## src/rtl/mdio_pkg.sv

```systemverilog
// Shared types and constants for the Clause 22 MDIO PHY responder.
package mdio_pkg;

    typedef enum logic [2:0] {
        IDLE,
        ST,
        OP,
        PHYADR,
        REGADR,
        TA,
        DATA
    } mdio_state_e;

    localparam logic [1:0] OP_READ  = 2'b10;
    localparam logic [1:0] OP_WRITE = 2'b01;
    localparam logic [1:0] TA_WRITE = 2'b10;

    localparam int MDIO_PREAMBLE_LEN = 32;

endpackage

```

## src/rtl/mdio_sync_edge.sv

```systemverilog
// MDC/MDIN synchronizer with MDC rising-edge detect; mdin_s is aligned with mdc_rise.
module mdio_sync_edge #(
    parameter int SYNC_STAGES = 2
) (
    input  logic clk,
    input  logic reset,
    input  logic mdc,
    input  logic mdin,
    output logic mdc_rise,
    output logic mdin_s
);

    logic [SYNC_STAGES-1:0] mdc_q;
    logic [SYNC_STAGES-1:0] mdin_q;
    logic                   mdc_prev;

    // MDIN resets high to match an idle, pulled-up line.
    always_ff @(posedge clk) begin
        if (reset) begin
            mdc_q    <= '0;
            mdin_q   <= '1;
            mdc_prev <= 1'b0;
        end else begin
            mdc_q    <= {mdc_q[SYNC_STAGES-2:0], mdc};
            mdin_q   <= {mdin_q[SYNC_STAGES-2:0], mdin};
            mdc_prev <= mdc_q[SYNC_STAGES-1];
        end
    end

    assign mdc_rise = mdc_q[SYNC_STAGES-1] & ~mdc_prev;
    assign mdin_s   = mdin_q[SYNC_STAGES-1];

endmodule

```

## src/rtl/mdio_phy_responder.sv

```systemverilog
// Clause 22 MDIO PHY-side responder with a strobe-based register port.
// Optional broadcast write acceptance (PHYADR 0) when MDIO_BCAST_EN is defined.
module mdio_phy_responder
    import mdio_pkg::*;
#(
    parameter int PREAMBLE_LEN = MDIO_PREAMBLE_LEN,
    parameter int SYNC_STAGES  = 2
) (
    input  logic              CLK,
    input  logic              RESET,
    input  logic              MDC,
    input  logic              MDIN,
    output logic              MDOUT,
    output logic              MDTRI,
    input  logic [4:0]        PHYAD,
    output logic [4:0]        REG_ADDR,
    output logic              REG_RD,
    input  logic [15:0]       REG_RDDATA,
    output logic              REG_WR,
    output logic [15:0]       REG_WRDATA,
    output logic              FRAME_ERR,
    output mdio_state_e       DBG_STATE
);

    // Register port: REG_RD/REG_WR are single-CLK strobes with REG_ADDR (and
    // REG_WRDATA) valid in that cycle; REG_RDDATA is captured on the next CLK edge.
    localparam int PW = $clog2(PREAMBLE_LEN + 1);
    localparam logic [PW-1:0] PRE_MAX = PW'(PREAMBLE_LEN);

    logic              mdc_rise;
    logic              mdin_s;

    mdio_state_e       state, state_n;
    logic [3:0]        cnt, cnt_n;
    logic [PW-1:0]     pre_cnt, pre_n;
    logic [3:0]        fsh, fsh_n;
    logic [15:0]       sh, sh_n;
    logic              is_rd, is_rd_n;
    logic              match, match_n;
    logic [4:0]        bits;
    logic              mdout_n, mdtri_n;
    logic [4:0]        reg_addr_n;
    logic              reg_rd_n, reg_wr_n;
    logic [15:0]       reg_wrdata_n;
    logic              frame_err_n;
    logic              phy_hit;

    mdio_sync_edge #(
        .SYNC_STAGES (SYNC_STAGES)
    ) u_sync (
        .clk      (CLK),
        .reset    (RESET),
        .mdc      (MDC),
        .mdin     (MDIN),
        .mdc_rise (mdc_rise),
        .mdin_s   (mdin_s)
    );

    assign bits = {fsh, mdin_s};

`ifdef MDIO_BCAST_EN
    assign phy_hit = (bits == PHYAD) || ((bits == 5'd0) && !is_rd);
`else
    assign phy_hit = (bits == PHYAD);
`endif

    always_ff @(posedge CLK) begin
        if (RESET) begin
            state      <= IDLE;
            cnt        <= '0;
            pre_cnt    <= '0;
            fsh        <= '0;
            sh         <= '0;
            is_rd      <= 1'b0;
            match      <= 1'b0;
            MDOUT      <= 1'b1;
            MDTRI      <= 1'b1;
            REG_ADDR   <= '0;
            REG_RD     <= 1'b0;
            REG_WR     <= 1'b0;
            REG_WRDATA <= '0;
            FRAME_ERR  <= 1'b0;
        end else begin
            state      <= state_n;
            cnt        <= cnt_n;
            pre_cnt    <= pre_n;
            fsh        <= fsh_n;
            sh         <= sh_n;
            is_rd      <= is_rd_n;
            match      <= match_n;
            MDOUT      <= mdout_n;
            MDTRI      <= mdtri_n;
            REG_ADDR   <= reg_addr_n;
            REG_RD     <= reg_rd_n;
            REG_WR     <= reg_wr_n;
            REG_WRDATA <= reg_wrdata_n;
            FRAME_ERR  <= frame_err_n;
        end
    end

    always_comb begin
        state_n      = state;
        cnt_n        = cnt;
        pre_n        = pre_cnt;
        fsh_n        = fsh;
        sh_n         = sh;
        is_rd_n      = is_rd;
        match_n      = match;
        mdout_n      = MDOUT;
        mdtri_n      = MDTRI;
        reg_addr_n   = REG_ADDR;
        reg_rd_n     = 1'b0;
        reg_wr_n     = 1'b0;
        reg_wrdata_n = REG_WRDATA;
        frame_err_n  = 1'b0;

        if (REG_RD) begin
            sh_n = REG_RDDATA;
        end

        if (mdc_rise) begin
            cnt_n = cnt + 4'd1;
            fsh_n = bits[3:0];
            if (mdin_s) begin
                pre_n = (pre_cnt == PRE_MAX) ? pre_cnt : pre_cnt + 1'b1;
            end else begin
                pre_n = '0;
            end

            case (state)
                IDLE: begin
                    cnt_n = '0;
                    if (!mdin_s && (pre_cnt == PRE_MAX)) begin
                        state_n = ST;
                    end
                end
                ST: begin
                    cnt_n = '0;
                    if (mdin_s) begin
                        state_n = OP;
                    end else begin
                        frame_err_n = 1'b1;
                        state_n     = IDLE;
                        pre_n       = '0;
                    end
                end
                OP: begin
                    if (cnt == 4'd1) begin
                        cnt_n = '0;
                        if ((bits[1:0] == OP_READ) || (bits[1:0] == OP_WRITE)) begin
                            is_rd_n = (bits[1:0] == OP_READ);
                            state_n = PHYADR;
                        end else begin
                            frame_err_n = 1'b1;
                            state_n     = IDLE;
                            pre_n       = '0;
                        end
                    end
                end
                PHYADR: begin
                    if (cnt == 4'd4) begin
                        cnt_n   = '0;
                        match_n = phy_hit;
                        state_n = REGADR;
                    end
                end
                REGADR: begin
                    if (cnt == 4'd4) begin
                        cnt_n      = '0;
                        reg_addr_n = bits;
                        reg_rd_n   = match & is_rd;
                        state_n    = TA;
                    end
                end
                TA: begin
                    if (cnt == 4'd0) begin
                        // Second TA slot: the responder owns the line from here on.
                        if (is_rd && match) begin
                            mdtri_n = 1'b0;
                            mdout_n = 1'b0;
                        end
                    end else begin
                        cnt_n   = '0;
                        state_n = DATA;
                        if (is_rd) begin
                            sh_n = {sh[14:0], 1'b0};
                            if (match) begin
                                mdout_n = sh[15];
                            end
                        end else if (match && (bits[1:0] != TA_WRITE)) begin
                            frame_err_n = 1'b1;
                            state_n     = IDLE;
                            pre_n       = '0;
                        end
                    end
                end
                DATA: begin
                    if (is_rd) begin
                        sh_n = {sh[14:0], 1'b0};
                        if (match) begin
                            mdout_n = sh[15];
                        end
                    end else begin
                        sh_n = {sh[14:0], mdin_s};
                    end
                    if (cnt == 4'd15) begin
                        cnt_n   = '0;
                        state_n = IDLE;
                        pre_n   = '0;
                        mdtri_n = 1'b1;
                        mdout_n = 1'b1;
                        if (!is_rd && match) begin
                            reg_wr_n     = 1'b1;
                            reg_wrdata_n = {sh[14:0], mdin_s};
                        end
                    end
                end
                default: begin
                    state_n = IDLE;
                    cnt_n   = '0;
                end
            endcase
        end
    end

    assign DBG_STATE = state;

endmodule

```

## config.mk

```make
export PLATFORM = sky130hd
export DESIGN_NAME = mdio_phy_responder
export DESIGN_NICKNAME = d
export VERILOG_FILES = /design/src/rtl/mdio_pkg.sv /design/src/rtl/mdio_sync_edge.sv /design/src/rtl/mdio_phy_responder.sv
export SDC_FILE = /design/constraint.sdc
export NUM_CORES = 1
export LEC_CHECK = 0
export ABC_CLOCK_PERIOD_IN_PS = 2500
export CAP_MARGIN = 10
export CORE_ASPECT_RATIO = 1.75
export CORE_MARGIN = 2
export CORE_UTILIZATION = 35
export CTS_CLUSTER_DIAMETER = 50
export CTS_CLUSTER_SIZE = 30
export DETAILED_ROUTE_END_ITERATION = 12
export GPL_ROUTABILITY_DRIVEN = 0
export PLACE_DENSITY = 0.55
export SLEW_MARGIN = 20
export SYNTH_ARGS = -nofsm -noshare
export SYNTH_HDL_FRONTEND = slang
export SYNTH_HIERARCHICAL = 1
export SYNTH_SLANG_ARGS = --single-unit
export TNS_END_PERCENT = 30
```

## constraint.sdc

```tcl
create_clock -name CLK -period 2.5 [get_ports CLK]
set_input_delay 0.5 -clock CLK [delete_from_list [all_inputs] [get_ports CLK]]
set_output_delay 0.5 -clock CLK [all_outputs]
set_load 0.005 [all_outputs]
```

=== Word-level counts from Yosys, hierarchy flattened ===
Index checks and enable logic that the tools add are counted.

* $add $sub $neg: 2
* Eq/ne operators: 23
* Reductions and logical operators: 21
* Bitwise operators: 8
* Mux-type cells: 49

{| class="wikitable"
|+ Operator list
! kind !! count
|-
| $mux W16 || 4
|-
| $mux W6 || 9
|-
| $pmux W16 S2 || 1
|-
| $mux W3 || 8
|-
| $pmux W6 S4 || 1
|-
| $pmux W3 S7 || 1
|-
| $ne A2 B2 Y1 const B || 9
|-
| $mux W4 || 4
|-
| $pmux W4 S4 || 1
|-
| $mux W1 || 15
|-
| $eq A3 B3 Y1 const B || 3
|-
| $reduce_and A3 Y1 || 3
|-
| $reduce_and A4 Y1 || 2
|-
| $reduce_or A4 Y1 || 2
|-
| $reduce_and A7 Y1 || 1
|-
| $add A6 B1 Y6 const B || 1
|-
| $eq A3 B2 Y1 const B || 2
|-
| $eq A6 B6 Y1 const B || 1
|-
| $not A1 Y1 || 6
|-
| $eq A5 B5 Y1 || 1
|-
| $reduce_and A5 Y1 || 1
|-
| $add A4 B1 Y4 const B || 1
|-
| $eq A4 B1 Y1 const B || 1
|-
| $eq A4 B3 Y1 const B || 1
|-
| other kinds (16) || 24
|}

* Register bits: 66
* Output and inout port bits: 29
* Bits of input ports: 25
* Word-level logic and storage cells: 120

=== Logic depth before layout (Yosys ltp) ===
Gate-level depths: netlist (run 1).

* Depth in word-level cells: 7
* Mapped depth: 9
* Mapped depth without buffers: 7

=== Hierarchy ===
The synthesis (run 1) kept the hierarchy.

{| class="wikitable"
|+ By module, submodules not included
! module !! cells each !! times used !! area each (um^2) !! sequential area each (um^2)
|-
| mdio_phy_responder || 327 || 1 || 3044.2 || 1221.2
|-
| mdio_sync_edge || 11 || 1 || 145.1 || 100.1
|}

=== Worst setup path after synthesis (run 1) ===
OpenSTA, ideal clock, no wires.

* Kind: register to register
* From: register cnt[0]
* To: register pre_cnt[1]
* Clock period less this slack: 1.802 ns
* Data required time: 2.412 ns
* Library setup time: 0.088 ns
* Arrival time: 1.714 ns
* Cell stages (with the launch flop): 10
* Path buffers: 2
* Setup slack: 0.698 ns
* Cell sequence: dfxtp_1 -> inv_1 -> ha_1 -> or3b_1 -> buf_6 -> a2bb2oi_2 -> nand4bb_1 -> buf_6 -> a21oi_2 -> o32ai_2

* Word-level cells in the longest chain between the ends: 3
* Elaborated cells on any way between the ends: 7
* Classes of those cells: eq/ne (2); mux (4); reduce/logical (1)

{| class="wikitable"
|+ RTL lines
! item !! line !! RTL
|-
| from (decl) || mdio_phy_responder.sv:34 || <nowiki>logic [3:0] cnt, cnt_n;</nowiki>
|-
| from (signal assigned) || mdio_phy_responder.sv:85 || <nowiki>cnt <= cnt_n;</nowiki>
|-
| $eq A4 B4 Y1, or another cell as far along || mdio_phy_responder.sv:206 || <nowiki>if (cnt == 4'd15) begin</nowiki>
|-
| $mux W6 (on tied branches) || mdio_phy_responder.sv:206, mdio_phy_responder.sv:148, mdio_phy_responder.sv:176 ||
|-
| $pmux W6 S4 (*) || mdio_phy_responder.sv:130 || <nowiki>case (state)</nowiki>
|-
| to (signal assigned) || mdio_phy_responder.sv:86 || <nowiki>pre_cnt <= pre_n;</nowiki>
|-
| to (decl) || mdio_phy_responder.sv:35 || <nowiki>logic [PW-1:0] pre_cnt, pre_n;</nowiki>
|}

Mark *: on every way between the ends. The rest lies on a longest branch, timed or not.
A chain may end at the register's enable or synchronous reset.

=== Worst setup path in the final report (run 1) ===
Same ends and word-level chain as after synthesis.

==> results of run 1 <==
[cell families after synthesis]
family,after synthesis,share of synthesized area [%]
AOI/OAI and AO/OA,54,14.2
xor gates and xnor gates,7,1.92
adders and majority gates,6,2.35
buffers and inverters,31,5.49
DFF,66,41.4
muxes,42,13.3
and+or+nand+nor,132,21.3
[power by group through the flow]
stage,Sequential (uW),Clock (uW),Combinational [uW]
after floorplan,1080,0,48.4
after global placement,1080,0,103
after detailed placement,1080,0,103
after CTS,1060,1180,104
after global routing,1060,1220,111
final,1060,1140,102
[layout by cell type (no fill, tap or decap), drive strengths merged, types with 3 or more instances in the layout]
master	n
nor2b	4
ha	6
and3b	3
nand4	4
dfxtp	66
buf	11
clkdlybuf4s50	52
nand2	12
a211oi	15
o21ai	9
nor3b	5
or2	4
mux2i	40
and2b	3
xor2	4
nor3	12
and3	4
clkbuf	13
inv	7
xnor2	3
a21oi	9
nor2	53
nand3b	5
a31oi	6
nand3	13
[path summary, 6_finish.rpt]
path,start,endpoint,slack (ps),cells after the start
max,cnt[0]$_SDFFE_PP0P_,pre_cnt[1]$_SDFFE_PP0P_,360,7
min,u_sync/mdin_q[0]$_SDFF_PP1_,u_sync/mdin_q[1]$_SDFF_PP1_,400,1
max reg2reg,cnt[0]$_SDFFE_PP0P_,pre_cnt[1]$_SDFFE_PP0P_,360,7
min reg2reg,u_sync/mdin_q[0]$_SDFF_PP1_,u_sync/mdin_q[1]$_SDFF_PP1_,400,1
[routing by layer]
layer	part of all wire (%)	global-route usage (%)	up-vias
met5	0	0	-
met4	2.4	8.77	0
met3	3.4	3.11	13
met2	56	31.4	60
met1	38	15.4	1240
li1	-	-	1312
[worst max-delay path: stages, from the launching register on]
cell	delay (ps)
dfxtp_1	400
inv_1	80
ha_1	220
or3b_1	310
a2bb2oi_2	230
nand4bb_1	360
a21oi_2	290
o32ai_2	110
[layout make-up]
cell class	count	area, um2
Fill cell	889	4890
Clock buffer	13	260
Inverter	8	30.0
Timing Repair Buffer	63	626
Multi-Input combinational cell	241	1690
Sequential cell	66	1320
Tap cell	120	150
Clock inverter	2	12.5
[stage by stage]
step	instances	utilization, %
floorplan	338	-
global placement	498	42.5
detailed placement	498	42.5
CTS	513	45.6
global route	513	45.6
finish	513	45.6
[sequential cells by signal, summed over array words and instances (netlist names), 2 cells and up]
name	count
REG_ADDR	5
sh	16
pre_cnt	6
cnt	4
DBG_STATE	3
REG_WRDATA	16
fsh	4
u_sync/mdc_q	2
u_sync/mdin_q	2
==> parameters.txt, run 1 <==
Parameter                              Value

Clocking
  H-tree depth    3
  Total CTS buffers    9
  Clock slew at the register clock pins of the worst setup and hold paths    50 ps
  Clock buffer depth    2
  Number of setup buffers added after CTS    0
  Latest clock arrival within the worst-skew pair    330 ps
  Clock Sink Count    66
  Root Buffer Master    clkbuf_16
  Post-CTS sizing    0
  Clock tree from TritonCTS    yes
  Hold-fix buffer count after cts    0

Logic synthesis
  Cell Area, Synth    0.00319 mm2
  Synth Register Bits    66
  Area share of the largest cell type after synthesis    41.4%
  Number of enable-type register cells in the synthesized netlist    0
  Number of warnings reported in the yosys synthesis log    6
  Top post-synthesis cells by count    66 x dfxtp_1, 53 x nor2_1, 40 x mux2i_1, 14 x a211oi_2
  Leading area contributor after synthesis    dfxtp_1
  Post-synthesis cell type count    53
  Sequential share of the synthesized area    41.4%
  Top post-synthesis cells by area    dfxtp_1 41%, mux2i_1 13%, nor2_1 6.2%, a211oi_2 5.5%, ha_1 2.4%
  Fraction of registers with async set/reset    0%
  Net count of the mapped netlist    369
  Most numerous cell in the Yosys netlist    dfxtp_1
  Mapped Cells    338
  Average cell area after synthesis    9.44 um2
  Prevailing post-synth register cell    dfxtp_1

Global routing
  Antenna violations before repair    0
  Total grt overflow    0
  Largest net degree at the start of global routing    32
  Wire length of the first global-routing pass    12500 um
  Vias in the first global route    2557
  GRT Total Usage    15.9%

STA
  Fmax    468 MHz
  Final setup violating endpoints    0
  Endpoints failing hold    0
  Final worst slack    365 ps
  Worst slack on hold paths    404 ps
  Worst slew margin relative to its limit    65.8%
  Tcrit/Tclk final    85.4%
  Worst-case clock skew    5.27 ps
  Post-layout min period    2140 ps
  Pins Over Slew Limit    0
  Post-route setup TNS    0 ps
  Slew @ Worst Pin    512 ps
  Setup repair after global routing missed its margin    false

Routing
  Total via count in the routed design    2625
  Wirelength per Cell    14.7 um
  Pre-antenna DRT Iters    4
  Per-cell via count in the routed design    5.12
  Initial DRC Count    91
  DRC errors left    0
  Final antenna-violating net count    0
  Total wire length after detailed routing    7540 um

Power and ir drop
  Net switching share of the total power    20.6%
  Internal power    1830 uW
  Clock share of power    49.5%
  Power Total    2300 uW
  Share of total power in combinational logic    4.4%
  Share of power burned in registers    46.1%
  Switching power summed over all nets    476 uW
  Power density over cell area    563 mW/mm2
  Reported leakage power    0.00149 uW
  Maximum resistive drop on vdd    0.328 mV

Critical path
  Worst Path Arrival    2330 ps
  Category of the worst setup path capture point    flip-flop
  Kind of launch point of the worst setup path    flip-flop
  Data required time at the worst endpoint    2690 ps
  Peak fanout along the critical path    8
  Type of the worst setup path    reg2reg

Layout
  Total Nets Final    420
  Post-route cell area    0.00409 mm2
  Diode count    0
  Share of layout cells above drive strength 1    12.7%
  Area growth syn-to-layout    28.3%

Job
  Reported max-cap violation count    0

Place
  Worst slack, placed    379 ps
  Port buffer count    53
  Total placed instance area    0.00382 mm2
  Dpl hpwl    5580 um

Worst hold path
  Type of the most critical hold path    reg2reg

Floorplanning
  Die outline height    130 um
  Boundary Pins    54
  Floorplan row count    46
  Die X    76.2 um
  Total core area    0.00898 mm2
  Starting density of the core    35.5%
  Die Footprint    0.00992 mm2

Status
  Run status    finished clean
No activity file was read; power rests on OpenSTA's default activity.
==> run 2, diff against run 1 <==
Settings changed: GPL_ROUTABILITY_DRIVEN 0 to unset, REMOVE_ABC_BUFFERS set to 1.
==> run 2 against run 1 <==
  * Clock skew hardly changed
  * Register-to-register slack got worse by 40 ps
  * Clock-buffer cell count shrank 3
  * Setup slack lost 39 ps
  * Worst hold slack better by 6.3 ps
  * Sequential share of layout area shrank 0.41 points
  * Global-route usage is 0.078 points higher
  * Largest cell class unchanged
==> parameters.txt, run 2 (synthesized netlist as in run 1, its figures left out) <==
Parameter                              Value

STA
  Worst slew margin relative to its limit    62.8% (-3.0 points)
  Final worst slack    326 ps (-38.8 ps)
  Fmax    460 MHz (-1.8%)
  Endpoints failing hold    0 (unchanged)
  Post-layout min period    2170 ps (+38.8 ps)
  Post-route setup TNS    0 ps (unchanged)
  Tcrit/Tclk final    87.0% (+1.6 points)
  Final setup violating endpoints    0 (unchanged)
  Pins Over Slew Limit    0 (unchanged)
  Slew @ Worst Pin    557 ps (+44.8 ps)
  Setup repair after global routing missed its margin    false
  Worst-case clock skew    5.71 ps (+0.434 ps)

Critical path
  Peak fanout along the critical path    8 (unchanged)
  Worst reg-to-reg path cell count    7 (unchanged)
  Worst path cell trace    inv_1 > ha_1 > or3b_2 > o211ai_1 > nand4bb_1 > a21oi_2 > o32ai_2
  Worst Path Arrival    2370 ps (+40 ps)
  Slowest cell delay on critical path    490 ps (+90 ps)
  Cell at the slowest stage of the critical path    or3b_2
  FF-to-FF setup slack    330 ps (-40 ps)
  Type of the worst setup path    reg2reg
  Kind of launch point of the worst setup path    flip-flop
  Category of the worst setup path capture point    flip-flop
  Critical R2R Launch    cnt[1]$_SDFFE_PP0P_
  Data required time at the worst endpoint    2690 ps (about the same)
  End of the worst register-to-register path    pre_cnt[1]$_SDFFE_PP0P_

Floorplanning
  Die Footprint    0.00992 mm2 (unchanged)
  Die outline height    130 um (unchanged)
  Die X    76.2 um (unchanged)
  Floorplan row count    46 (unchanged)
  Boundary Pins    54 (unchanged)
  Total core area    0.00898 mm2 (unchanged)
  Starting density of the core    35.5% (unchanged)

Place
  Worst slack, placed    333 ps (-46.3 ps)
  Placed Instances    496 (-0.40%)
  Port buffer count    53 (unchanged)
  Weighted congestion reported at the end of routability-driven placement    0.904
  Dpl hpwl    5340 um (-4.2%)

Clocking
  Number of setup buffers added after CTS    0 (unchanged)
  Clock buffer depth    2 (unchanged)
  H-tree depth    3 (unchanged)
  Clock Sink Count    66 (unchanged)
  Post-CTS sizing    0 (unchanged)
  Total CTS buffers    9 (unchanged)
  Latest clock arrival within the worst-skew pair    330 ps (about the same)
  Hold-fix buffer count after cts    0 (unchanged)
  Clock slew at the register clock pins of the worst setup and hold paths    60 ps (about the same)
  Root Buffer Master    clkbuf_16
  Clock tree from TritonCTS    yes

Global routing
  GRT Total Usage    16.0% (+0.078 points)
  Vias in the first global route    2546 (-0.43%)
  Largest net degree at the start of global routing    42 (+31%)
  Wire length of the first global-routing pass    12600 um (+0.67%)
  Total grt overflow    0 (unchanged)
  Antenna violations before repair    0 (unchanged)

Routing
  Initial DRC Count    88 (-3.3%)
  Wirelength per Cell    14.7 um (about the same)
  Total via count in the routed design    2602 (-0.88%)
  Per-cell via count in the routed design    5.08 (-0.68%)
  Pre-antenna DRT Iters    4 (unchanged)
  DRC errors left    0 (unchanged)
  Total wire length after detailed routing    7520 um (-0.25%)
  Final antenna-violating net count    0 (unchanged)

Status
  Run status    finished clean

Worst hold path
  Sink of the worst hold path    u_sync/mdin_q[1]$_SDFF_PP1_
  Hold path startpoint    u_sync/mdin_q[0]$_SDFF_PP1_
  Cell depth of the worst hold path    1 (unchanged)
  Type of the most critical hold path    reg2reg

Layout
  Most used cells in the layout excluding fill and tap cells    66 x dfxtp_1, 53 x nor2_1, 52 x clkdlybuf4s50_1
  Final core utilization    46.2% (+0.59 points)
  Post-Layout Cell Count    512 (-0.19%)
  Most common cell after layout, fill and taps aside    dfxtp_1
  Total Nets Final    418 (-0.48%)
  Area growth syn-to-layout    30.0%
  Share of layout cells above drive strength 1    13.0% (+0.29 points)
  Diode count    0 (unchanged)
  Largest regs    REG_WRDATA: 16 flops, sh: 16 flops, pre_cnt: 6 flops

Power and ir drop
  Power Total    2530 uW (+10%)
  Reported leakage power    0.00151 uW (+1.1%)
  Maximum resistive drop on vdd    0.323 mV (-1.7%)
  Power density over cell area    611 mW/mm2 (+8.6%)

Job
  Reported max-cap violation count    0 (unchanged)
## run 2: cell count changes in the layout (fill, tap and decap cells not counted), sizes merged
cell and change:
inv +1, bufinv +2, clkbuf -3, buf -2
clkinvlp +1
## run 2: worst max-delay path, delay by kind of cell, from the launching register on
kind                       cells  cell delay [ps]
and+or+nand+nor                2              870
AOI/OAI and AO/OA              3              600
DFF                            1              340
adders and majority gates      1              140
buffers and inverters          1               90
## run 2: layout make-up
cell class                      instances  area [um2]
Inverter                                8        30.0
Clock inverter                          6        88.8
Sequential cell                        66        1320
Timing Repair Buffer                   61         623
Fill cell                             910        4830
Clock buffer                           10         239
Multi-Input combinational cell        241        1690
Tap cell                              120         150
## run 2: how the worst max path moves through the flow
stage                                   end  depth (start not counted)  slack (ps)                        start
finish              pre_cnt[1]$_SDFFE_PP0P_                          7         330          cnt[1]$_SDFFE_PP0P_
global placement    pre_cnt[1]$_SDFFE_PP0P_                          7         350  u_sync/mdin_q[1]$_SDFF_PP1_
global route        pre_cnt[1]$_SDFFE_PP0P_                          7         190          cnt[1]$_SDFFE_PP0P_
CTS                 pre_cnt[1]$_SDFFE_PP0P_                          7         310          cnt[1]$_SDFFE_PP0P_
detailed placement  pre_cnt[1]$_SDFFE_PP0P_                          7         330          cnt[1]$_SDFFE_PP0P_
floorplan                 sh[10]$_SDFF_PP0_                          4          40   u_sync/mdc_q[1]$_SDFF_PP0_
## run 2: per-stage QoR
stage	cell area [um2]	hold slack, ps
final	4150	411
after global routing	4150	446
after CTS	4150	418
after global placement	3820	387
after floorplan	3040	383
after detailed placement	3820	404
## run 2: routing by layer
layer	vias to the layer above	routed length, um	global-route usage (%)
met1	1236	3030	16.6
met5	-	0	0
met3	11	282	3.39
met2	58	4020	29.9
li1	1297	-	-
met4	0	184	8.98
## run 2: power by group
part | switching, uW | internal [uW]
Clock | 471 | 901
Combinational | 48.0 | 53.1
Sequential | 4.06 | 1060
Total | 523 | 2010
